$ cat src/rtl/hazard_if.sv
// Decode/completion bundle between the decode stage and the hazard scoreboard.
// Handshake: decode_valid qualifies the decode fields; stall=1 means the instruction is held (not accepted) this cycle.
interface hazard_if #(
    parameter int REG_W = 5
);
    logic             decode_valid;
    logic [REG_W-1:0] decode_sel_rs1;
    logic [REG_W-1:0] decode_sel_rs2;
    logic             decode_uses_rs1;
    logic             decode_uses_rs2;
    logic [REG_W-1:0] decode_sel_rd;
    logic             decode_long_op;
    logic             flush;
    logic             complete_valid;
    logic [REG_W-1:0] complete_sel_rd;
    logic             stall;

    modport master (
        output decode_valid, decode_sel_rs1, decode_sel_rs2, decode_uses_rs1,
               decode_uses_rs2, decode_sel_rd, decode_long_op, flush,
               complete_valid, complete_sel_rd,
        input  stall
    );

    modport slave (
        input  decode_valid, decode_sel_rs1, decode_sel_rs2, decode_uses_rs1,
               decode_uses_rs2, decode_sel_rd, decode_long_op, flush,
               complete_valid, complete_sel_rd,
        output stall
    );
endinterface

$ cat src/rtl/hazard_scoreboard.sv
// Scoreboard hazard unit: per-register busy bits for outstanding long-latency
// writers, RAW/WAW/capacity stall generation, and stall debug counters.
module hazard_scoreboard #(
    parameter int NUM_REGS    = 32,
    parameter int REG_W       = 5,
    parameter int MAX_PENDING = 4,
    parameter int BYPASS_WB   = 1,
    parameter int CNT_W       = 32,
    parameter int TIMEOUT     = 256
) (
    input  logic                               clk,
    input  logic                               rst,
    hazard_if.slave                            bus,
    output logic [NUM_REGS-1:0]                busy_vec,
    output logic [$clog2(MAX_PENDING+1)-1:0]   pending_count,
    output logic [CNT_W-1:0]                   stall_cycles,
    output logic                               hazard_timeout
);
    localparam int PC_W  = $clog2(MAX_PENDING+1);
    localparam int RUN_W = $clog2(TIMEOUT+1);

    logic [NUM_REGS-1:0] eff_busy;
    logic [NUM_REGS-1:0] busy_next;
    logic [RUN_W-1:0]    run_cnt;
    logic                comp_hit;
    logic                raw_hit;
    logic                waw_hit;
    logic                cap_hit;
    logic                stall_int;
    logic                issue;
    logic                rd_nonzero;

    // A writeback this cycle hides its busy bit from decode when forwarding exists.
    always_comb begin
        eff_busy = busy_vec;
        if ((BYPASS_WB != 0) && bus.complete_valid && (bus.complete_sel_rd != REG_W'(0)))
            eff_busy[bus.complete_sel_rd] = 1'b0;
    end

    // Only a completion that actually retires a tracked writer frees a slot.
    assign comp_hit   = bus.complete_valid && (bus.complete_sel_rd != REG_W'(0)) &&
                        busy_vec[bus.complete_sel_rd];
    assign rd_nonzero = bus.decode_sel_rd != REG_W'(0);
    assign raw_hit    = (bus.decode_uses_rs1 && eff_busy[bus.decode_sel_rs1]) ||
                        (bus.decode_uses_rs2 && eff_busy[bus.decode_sel_rs2]);
    assign waw_hit    = bus.decode_long_op && rd_nonzero && eff_busy[bus.decode_sel_rd];
    assign cap_hit    = bus.decode_long_op && rd_nonzero &&
                        (pending_count == PC_W'(MAX_PENDING)) && !comp_hit;
    assign stall_int  = bus.decode_valid && !bus.flush && (raw_hit || waw_hit || cap_hit);
    assign issue      = bus.decode_valid && !bus.flush && !stall_int &&
                        bus.decode_long_op && rd_nonzero;
    assign bus.stall  = stall_int;

    // Clear before set so a same-register issue/complete pair leaves the bit set.
    always_comb begin
        busy_next = busy_vec;
        if (comp_hit)
            busy_next[bus.complete_sel_rd] = 1'b0;
        if (issue)
            busy_next[bus.decode_sel_rd] = 1'b1;
        busy_next[0] = 1'b0;
    end

    always_ff @(posedge clk) begin
        if (rst) begin
            busy_vec      <= '0;
            pending_count <= '0;
        end else begin
            busy_vec <= busy_next;
            case ({issue, comp_hit})
                2'b10:   pending_count <= pending_count + PC_W'(1);
                2'b01:   pending_count <= pending_count - PC_W'(1);
                default: pending_count <= pending_count;
            endcase
        end
    end

    always_ff @(posedge clk) begin
        if (rst) begin
            stall_cycles   <= '0;
            run_cnt        <= '0;
            hazard_timeout <= 1'b0;
        end else begin
            if (stall_int && (stall_cycles != '1))
                stall_cycles <= stall_cycles + CNT_W'(1);
            if (!stall_int)
                run_cnt <= '0;
            else if (run_cnt != RUN_W'(TIMEOUT))
                run_cnt <= run_cnt + RUN_W'(1);
            if (stall_int && (run_cnt == RUN_W'(TIMEOUT-1)))
                hazard_timeout <= 1'b1;
        end
    end
endmodule

$ cat src/flat_wrapper.sv
// flat-port wrapper written by rule: the top's interface ports become plain ports
module hazard_scoreboard_flat 
#(
    parameter int NUM_REGS    = 32,
    parameter int REG_W       = 5,
    parameter int MAX_PENDING = 4,
    parameter int BYPASS_WB   = 1,
    parameter int CNT_W       = 32,
    parameter int TIMEOUT     = 256
)
  (clk, rst, busy_vec, pending_count, stall_cycles, hazard_timeout, bus_decode_valid, bus_decode_sel_rs1, bus_decode_sel_rs2, bus_decode_uses_rs1, bus_decode_uses_rs2, bus_decode_sel_rd, bus_decode_long_op, bus_flush, bus_complete_valid, bus_complete_sel_rd, bus_stall);
  hazard_if #(.REG_W(REG_W)) bus_i ();
  input  logic clk;
  input  logic rst;
  output logic [NUM_REGS-1:0] busy_vec;
  output logic [$clog2(MAX_PENDING+1)-1:0] pending_count;
  output logic [CNT_W-1:0] stall_cycles;
  output logic hazard_timeout;
  input wire logic [$bits(bus_i.decode_valid)-1:0] bus_decode_valid;
  input wire logic [$bits(bus_i.decode_sel_rs1)-1:0] bus_decode_sel_rs1;
  input wire logic [$bits(bus_i.decode_sel_rs2)-1:0] bus_decode_sel_rs2;
  input wire logic [$bits(bus_i.decode_uses_rs1)-1:0] bus_decode_uses_rs1;
  input wire logic [$bits(bus_i.decode_uses_rs2)-1:0] bus_decode_uses_rs2;
  input wire logic [$bits(bus_i.decode_sel_rd)-1:0] bus_decode_sel_rd;
  input wire logic [$bits(bus_i.decode_long_op)-1:0] bus_decode_long_op;
  input wire logic [$bits(bus_i.flush)-1:0] bus_flush;
  input wire logic [$bits(bus_i.complete_valid)-1:0] bus_complete_valid;
  input wire logic [$bits(bus_i.complete_sel_rd)-1:0] bus_complete_sel_rd;
  output wire logic [$bits(bus_i.stall)-1:0] bus_stall;
  assign bus_i.decode_valid = bus_decode_valid;
  assign bus_i.decode_sel_rs1 = bus_decode_sel_rs1;
  assign bus_i.decode_sel_rs2 = bus_decode_sel_rs2;
  assign bus_i.decode_uses_rs1 = bus_decode_uses_rs1;
  assign bus_i.decode_uses_rs2 = bus_decode_uses_rs2;
  assign bus_i.decode_sel_rd = bus_decode_sel_rd;
  assign bus_i.decode_long_op = bus_decode_long_op;
  assign bus_i.flush = bus_flush;
  assign bus_i.complete_valid = bus_complete_valid;
  assign bus_i.complete_sel_rd = bus_complete_sel_rd;
  assign bus_stall = bus_i.stall;
  hazard_scoreboard #(.NUM_REGS(NUM_REGS), .REG_W(REG_W), .MAX_PENDING(MAX_PENDING), .BYPASS_WB(BYPASS_WB), .CNT_W(CNT_W), .TIMEOUT(TIMEOUT)) u_core (.clk(clk), .rst(rst), .bus(bus_i), .busy_vec(busy_vec), .pending_count(pending_count), .stall_cycles(stall_cycles), .hazard_timeout(hazard_timeout));
endmodule
$ cat config.mk
export PLATFORM = sky130hd
export DESIGN_NAME = hazard_scoreboard_flat
export DESIGN_NICKNAME = d
export VERILOG_FILES = /design/src/rtl/hazard_if.sv /design/src/rtl/hazard_scoreboard.sv /design/src/flat_wrapper.sv
export SDC_FILE = /design/constraint.sdc
export NUM_CORES = 1
export LEC_CHECK = 0
export CORE_MARGIN = 2
export CORE_UTILIZATION = 40
export CTS_CLUSTER_DIAMETER = 30
export DETAILED_ROUTE_END_ITERATION = 6
export SLEW_MARGIN = 0
export SYNTH_ARGS = -nofsm -noshare
export SYNTH_HDL_FRONTEND = slang
export SYNTH_SLANG_ARGS = --single-unit
$ cat constraint.sdc
create_clock -name clk -period 5.41 [get_ports clk]
set_clock_uncertainty 0.1 [all_clocks]
set_input_delay 0.541 -clock clk [delete_from_list [all_inputs] [get_ports clk]]
set_output_delay 0.541 -clock clk [all_outputs]
set_load 0.03 [all_outputs]
==> flow_summary.rst <==
.. list-table::
   :header-rows: 1

   * - Metric
     - Value
   * - Result of the run
     - finished clean
   * - Number of buffers on the longest clock path
     - 2
   * - Reg-to-reg startpoint
     - u_core.stall_cycles[3]$_SDFFE_PP0P_
   * - Post-synth net total
     - 710
   * - Initial core utilization
     - 41.3%
   * - Kind of critical path
     - in -> out
   * - WHS Endpoint
     - u_core.hazard_timeout$_SDFFE_PP0P_
   * - Post-synth design cell area
     - 5540 sq um
   * - Tcrit/Tclk final
     - 90.4%
   * - Sequential share of the synthesized area
     - 27.5%
   * - ANT cells
     - 0
   * - Sw Ratio
     - 27.0%
   * - EDFF count, synth
     - 0
   * - Antenna viol nets, final
     - 0
   * - Vias in the first global route
     - 5417
   * - Largest net degree at the start of global routing
     - 61
   * - Wirelength, routed
     - 19.1 mm
   * - Worst min-delay path class
     - reg -> reg
   * - Delay contributed by the slowest stage of the critical path
     - 0.84 ns
   * - Kind of cell with the highest combined delay on the critical path
     - buffers and inverters
   * - Unique cell type count in the Yosys netlist
     - 70
   * - Slack of the worst reg-to-reg path
     - 1.59 ns
   * - F_max
     - 204 MHz
   * - Number of instances in the placed design
     - 908
   * - Buffers plus inverters on the worst setup path
     - 4
   * - Avg Cell Area, Syn
     - 8.19 sq um
   * - Number of nets at the end of the flow
     - 777
   * - Area taken by flip-flops and latches
     - 1520 sq um
   * - Insertion delay of the later-clocked pin in the worst-skew pair
     - 0.34 ns
   * - Overall die width
     - 122 microns
   * - H-tree Lvls
     - 3
   * - Number of I/O pins
     - 97
   * - Synth warnings
     - 0
   * - Fillcell total
     - 1331
   * - RePlAce Congestion
     - 0.984
   * - Cells along the critical path
     - clkdlybuf4s50_1 -> inv_1 -> and2_0 -> nand2_1 -> a311oi_1 -> o311ai_1 -> a31oi_1 -> and3_1 -> nand2b_1 -> inv_1 -> clkdlybuf4s50_1
   * - Hold-critical path depth
     - 2
   * - Highest-delay cell along the critical path
     - sky130_fd_sc_hd__clkdlybuf4s50_1
   * - Share of power burned in registers
     - 41.3%
   * - Aggregate negative setup slack
     - 0 ns
   * - Post-CTS Setup Bufs
     - 0
   * - Sort of element at the start of the critical path
     - input pin
   * - Placeable core area
     - 13400 sq um
   * - Total routing resource utilization after global routing
     - 25.9%
   * - Hold Vio Cnt, Final
     - 0
   * - Source of the worst hold timing path
     - u_core.hazard_timeout$_SDFFE_PP0P_
   * - Relative slew slack
     - 28.6%
   * - # clock sinks
     - 76
   * - Antenna violations before repair
     - 1
   * - Worst r2r dst
     - u_core.stall_cycles[23]$_SDFFE_PP0P_
   * - Detailed-route via count
     - 5851
   * - Row count
     - 42
   * - Time the final worst path needs with I/O delays and setup
     - 4.89 ns
   * - Crit. End Element
     - output port
   * - NetSw
     - 370 uW
   * - Proportion of power drawn by combinational gates
     - 14.2%
   * - Number of endpoints failing setup at the final stage
     - 0
   * - Number of flip-flops and latches in the synthesized netlist
     - 76
   * - Non-filler cells, final
     - 924
   * - GR Overflow Total
     - 0
   * - Area occupied by multi-input gates
     - 3680 sq um
   * - Signal arrival time at the worst endpoint
     - 4.25 ns
   * - Iter 0 DRT Violations
     - 770
   * - Most used cells in the layout excluding fill and tap cells
     - sky130_fd_sc_hd__clkdlybuf4s50_1, sky130_fd_sc_hd__dfxtp_1, sky130_fd_sc_hd__nand2_1
   * - Clk pwr share
     - 44.5%
   * - Wire length of the first global-routing pass
     - 30.0 mm
   * - Number of buffers created by CTS
     - 9
   * - Required time of the critical path
     - 4.77 ns
   * - Buffer type at the clock tree root
     - sky130_fd_sc_hd__clkbuf_16
   * - Most common cell after layout, fill and taps aside
     - sky130_fd_sc_hd__clkdlybuf4s50_1
   * - Detailed-router iteration count before antenna repair
     - 5
   * - Post-synthesis cell count
     - 676
   * - Ratio of total power to cell area
     - 200 nW/um^2
   * - Hold-fix buffer count after cts
     - 0
   * - Number of cells on the critical path
     - 11
   * - Fraction of final layout cells with drive strength greater than 1
     - 10.4%
   * - Avg WL per Cell
     - 20.7 microns
   * - Area of the die
     - 14800 sq um
   * - Number of design rule violations left after detail routing
     - 0
   * - Clock tree from TritonCTS
     - built
   * - Largest fanout of any net on the critical path
     - 23
   * - Maximum Capacitance Violations
     - 0
   * - IR Drop Worst-Case VDD
     - 0.131 mV
   * - DIE HEIGHT
     - 122 microns
   * - Primary FF master, synth
     - sky130_fd_sc_hd__dfxtp_1
   * - Worst r2r path cells
     - 9
   * - Cell-internal power
     - 999 uW
   * - Leakage
     - 2.24 nW
   * - Final-report max-slew violation count
     - 0
   * - Clock transition at the registers of the reported paths
     - 0.05 ns
   * - Synthesis-to-layout area growth
     - 23.8%
   * - Post-detailed-route via-to-cell ratio
     - 6.33
   * - Post-CTS sizing
     - 0
   * - Number of I/O port buffers
     - 95
   * - Slew of the pin with the lowest slew margin
     - 1.07 ns
   * - Final HPWL DP
     - 13.7 mm
   * - Setup repair after global routing missed its margin
     - false
   * - Fraction of registers with async set/reset
     - 0%
power by group through the flow:
stage	sequential (mW)	combinational (mW)	clock (mW)
2_1_floorplan	0.581	0.127	0
3_3_place_gp	0.578	0.188	0
3_5_place_dp	0.578	0.190	0
4_1_cts	0.566	0.191	0.620
5_1_grt	0.566	0.208	0.650
6_report	0.566	0.194	0.609
synthesized netlist by cell type (8+ instances only):
cell / instances / area (sq um)
sky130_fd_sc_hd__xnor2_1: 10 / 87.6
sky130_fd_sc_hd__nor4_1: 10 / 62.6
sky130_fd_sc_hd__o211ai_1: 15 / 113
sky130_fd_sc_hd__mux2i_1: 27 / 270
sky130_fd_sc_hd__nand4_1: 11 / 68.8
sky130_fd_sc_hd__dfxtp_1: 76 / 1520
sky130_fd_sc_hd__a21oi_1: 27 / 135
sky130_fd_sc_hd__nand2b_1: 10 / 62.6
sky130_fd_sc_hd__nand3_1: 44 / 220
sky130_fd_sc_hd__and3_1: 11 / 68.8
sky130_fd_sc_hd__nand2_1: 53 / 199
sky130_fd_sc_hd__nor2b_1: 15 / 93.8
sky130_fd_sc_hd__or3_1: 8 / 50.1
sky130_fd_sc_hd__mux2_2: 24 / 270
sky130_fd_sc_hd__or4_1: 12 / 90.1
sky130_fd_sc_hd__nor3_1: 23 / 115
sky130_fd_sc_hd__mux4_2: 10 / 225
sky130_fd_sc_hd__clkbuf_1: 25 / 93.8
sky130_fd_sc_hd__o21ai_0: 13 / 65.1
sky130_fd_sc_hd__nor2_1: 44 / 165
sky130_fd_sc_hd__inv_1: 16 / 60.1
sky130_fd_sc_hd__a311oi_1: 11 / 96.3
sky130_fd_sc_hd__o31ai_1: 38 / 285
sky130_fd_sc_hd__buf_2: 24 / 120
cell families after synthesis:
kind of cell / count (synthesis) / synth area share [%]
buffers and inverters: 72 / 6.03
other: 1 / 0.0677
AO/OA/AOI/OAI: 162 / 20.7
multiplexers: 63 / 14.5
AND/OR/NAND/NOR: 280 / 27.2
flip-flops: 76 / 27.5
XOR/XNOR: 16 / 2.53
adder cells (fa/ha/maj): 6 / 1.49
through the flow:
step	cell area, sq um	utilization (%)	hold slack, ns	total power [mW]	setup slack, ns
2_1_floorplan	5540	-	0.438	0.708	1.51
3_3_place_gp	6550	48.9	0.339	0.766	0.658
3_5_place_dp	6550	48.9	0.346	0.768	0.475
4_1_cts	6860	51.2	0.358	1.38	0.541
5_1_grt	6860	51.2	0.369	1.42	0.295
6_report	6860	51.2	0.358	1.37	0.519
worst max path at each step:
stage | to | from | slack, ns
final | bus_stall | bus_complete_sel_rd[1] | 0.52
after global routing | bus_stall | bus_complete_sel_rd[1] | 0.29
after CTS | bus_stall | bus_complete_sel_rd[1] | 0.54
after detailed placement | u_core.pending_count[2]$_SDFFE_PP0P_ | bus_complete_sel_rd[1] | 0.48
after global placement | bus_stall | bus_complete_sel_rd[1] | 0.66
after floorplan | u_core.pending_count[2]$_SDFFE_PP0P_ | bus_complete_sel_rd[3] | 1.51
worst register-to-register path, stage by stage, from the launching register on:
cell	delay (ns)
sky130_fd_sc_hd__dfxtp_1	0.42
sky130_fd_sc_hd__and3_1	0.25
sky130_fd_sc_hd__and4_1	0.26
sky130_fd_sc_hd__nand4_1	0.24
sky130_fd_sc_hd__nor4_1	0.59
sky130_fd_sc_hd__nand4_1	0.22
sky130_fd_sc_hd__nor3_2	0.31
sky130_fd_sc_hd__nand2b_1	0.85
sky130_fd_sc_hd__nor3_1	0.13
sky130_fd_sc_hd__mux2_2	0.32
per-layer routing:
| layer | routed length [microns] | global-route usage (%) | vias up |
|---|---|---|---|
| met2 | 8540 | 38.8 | 268 |
| met3 | 1780 | 6.13 | 42 |
| met1 | 8350 | 36.2 | 2816 |
| met5 | 13 | 0 | - |
| met4 | 403 | 9.41 | 2 |
| li1 | - | - | 2723 |
layout make-up:
cell class                 count  area share [%]
multi-input combinational    528            53.7
sequential                    76            22.2
tap                          176            3.21
timing repair buffer         111            15.6
clock inverter                 5           0.876
clock buffer                  11            3.54
inverter                      17           0.931
state kept, by name (all words and copies together) (netlist names):
name,flops
u_core.busy_vec,31
u_core.hazard_timeout,1
u_core.pending_count,3
u_core.run_cnt,9
u_core.stall_cycles,32
No activity file was read; power rests on OpenSTA's default activity.
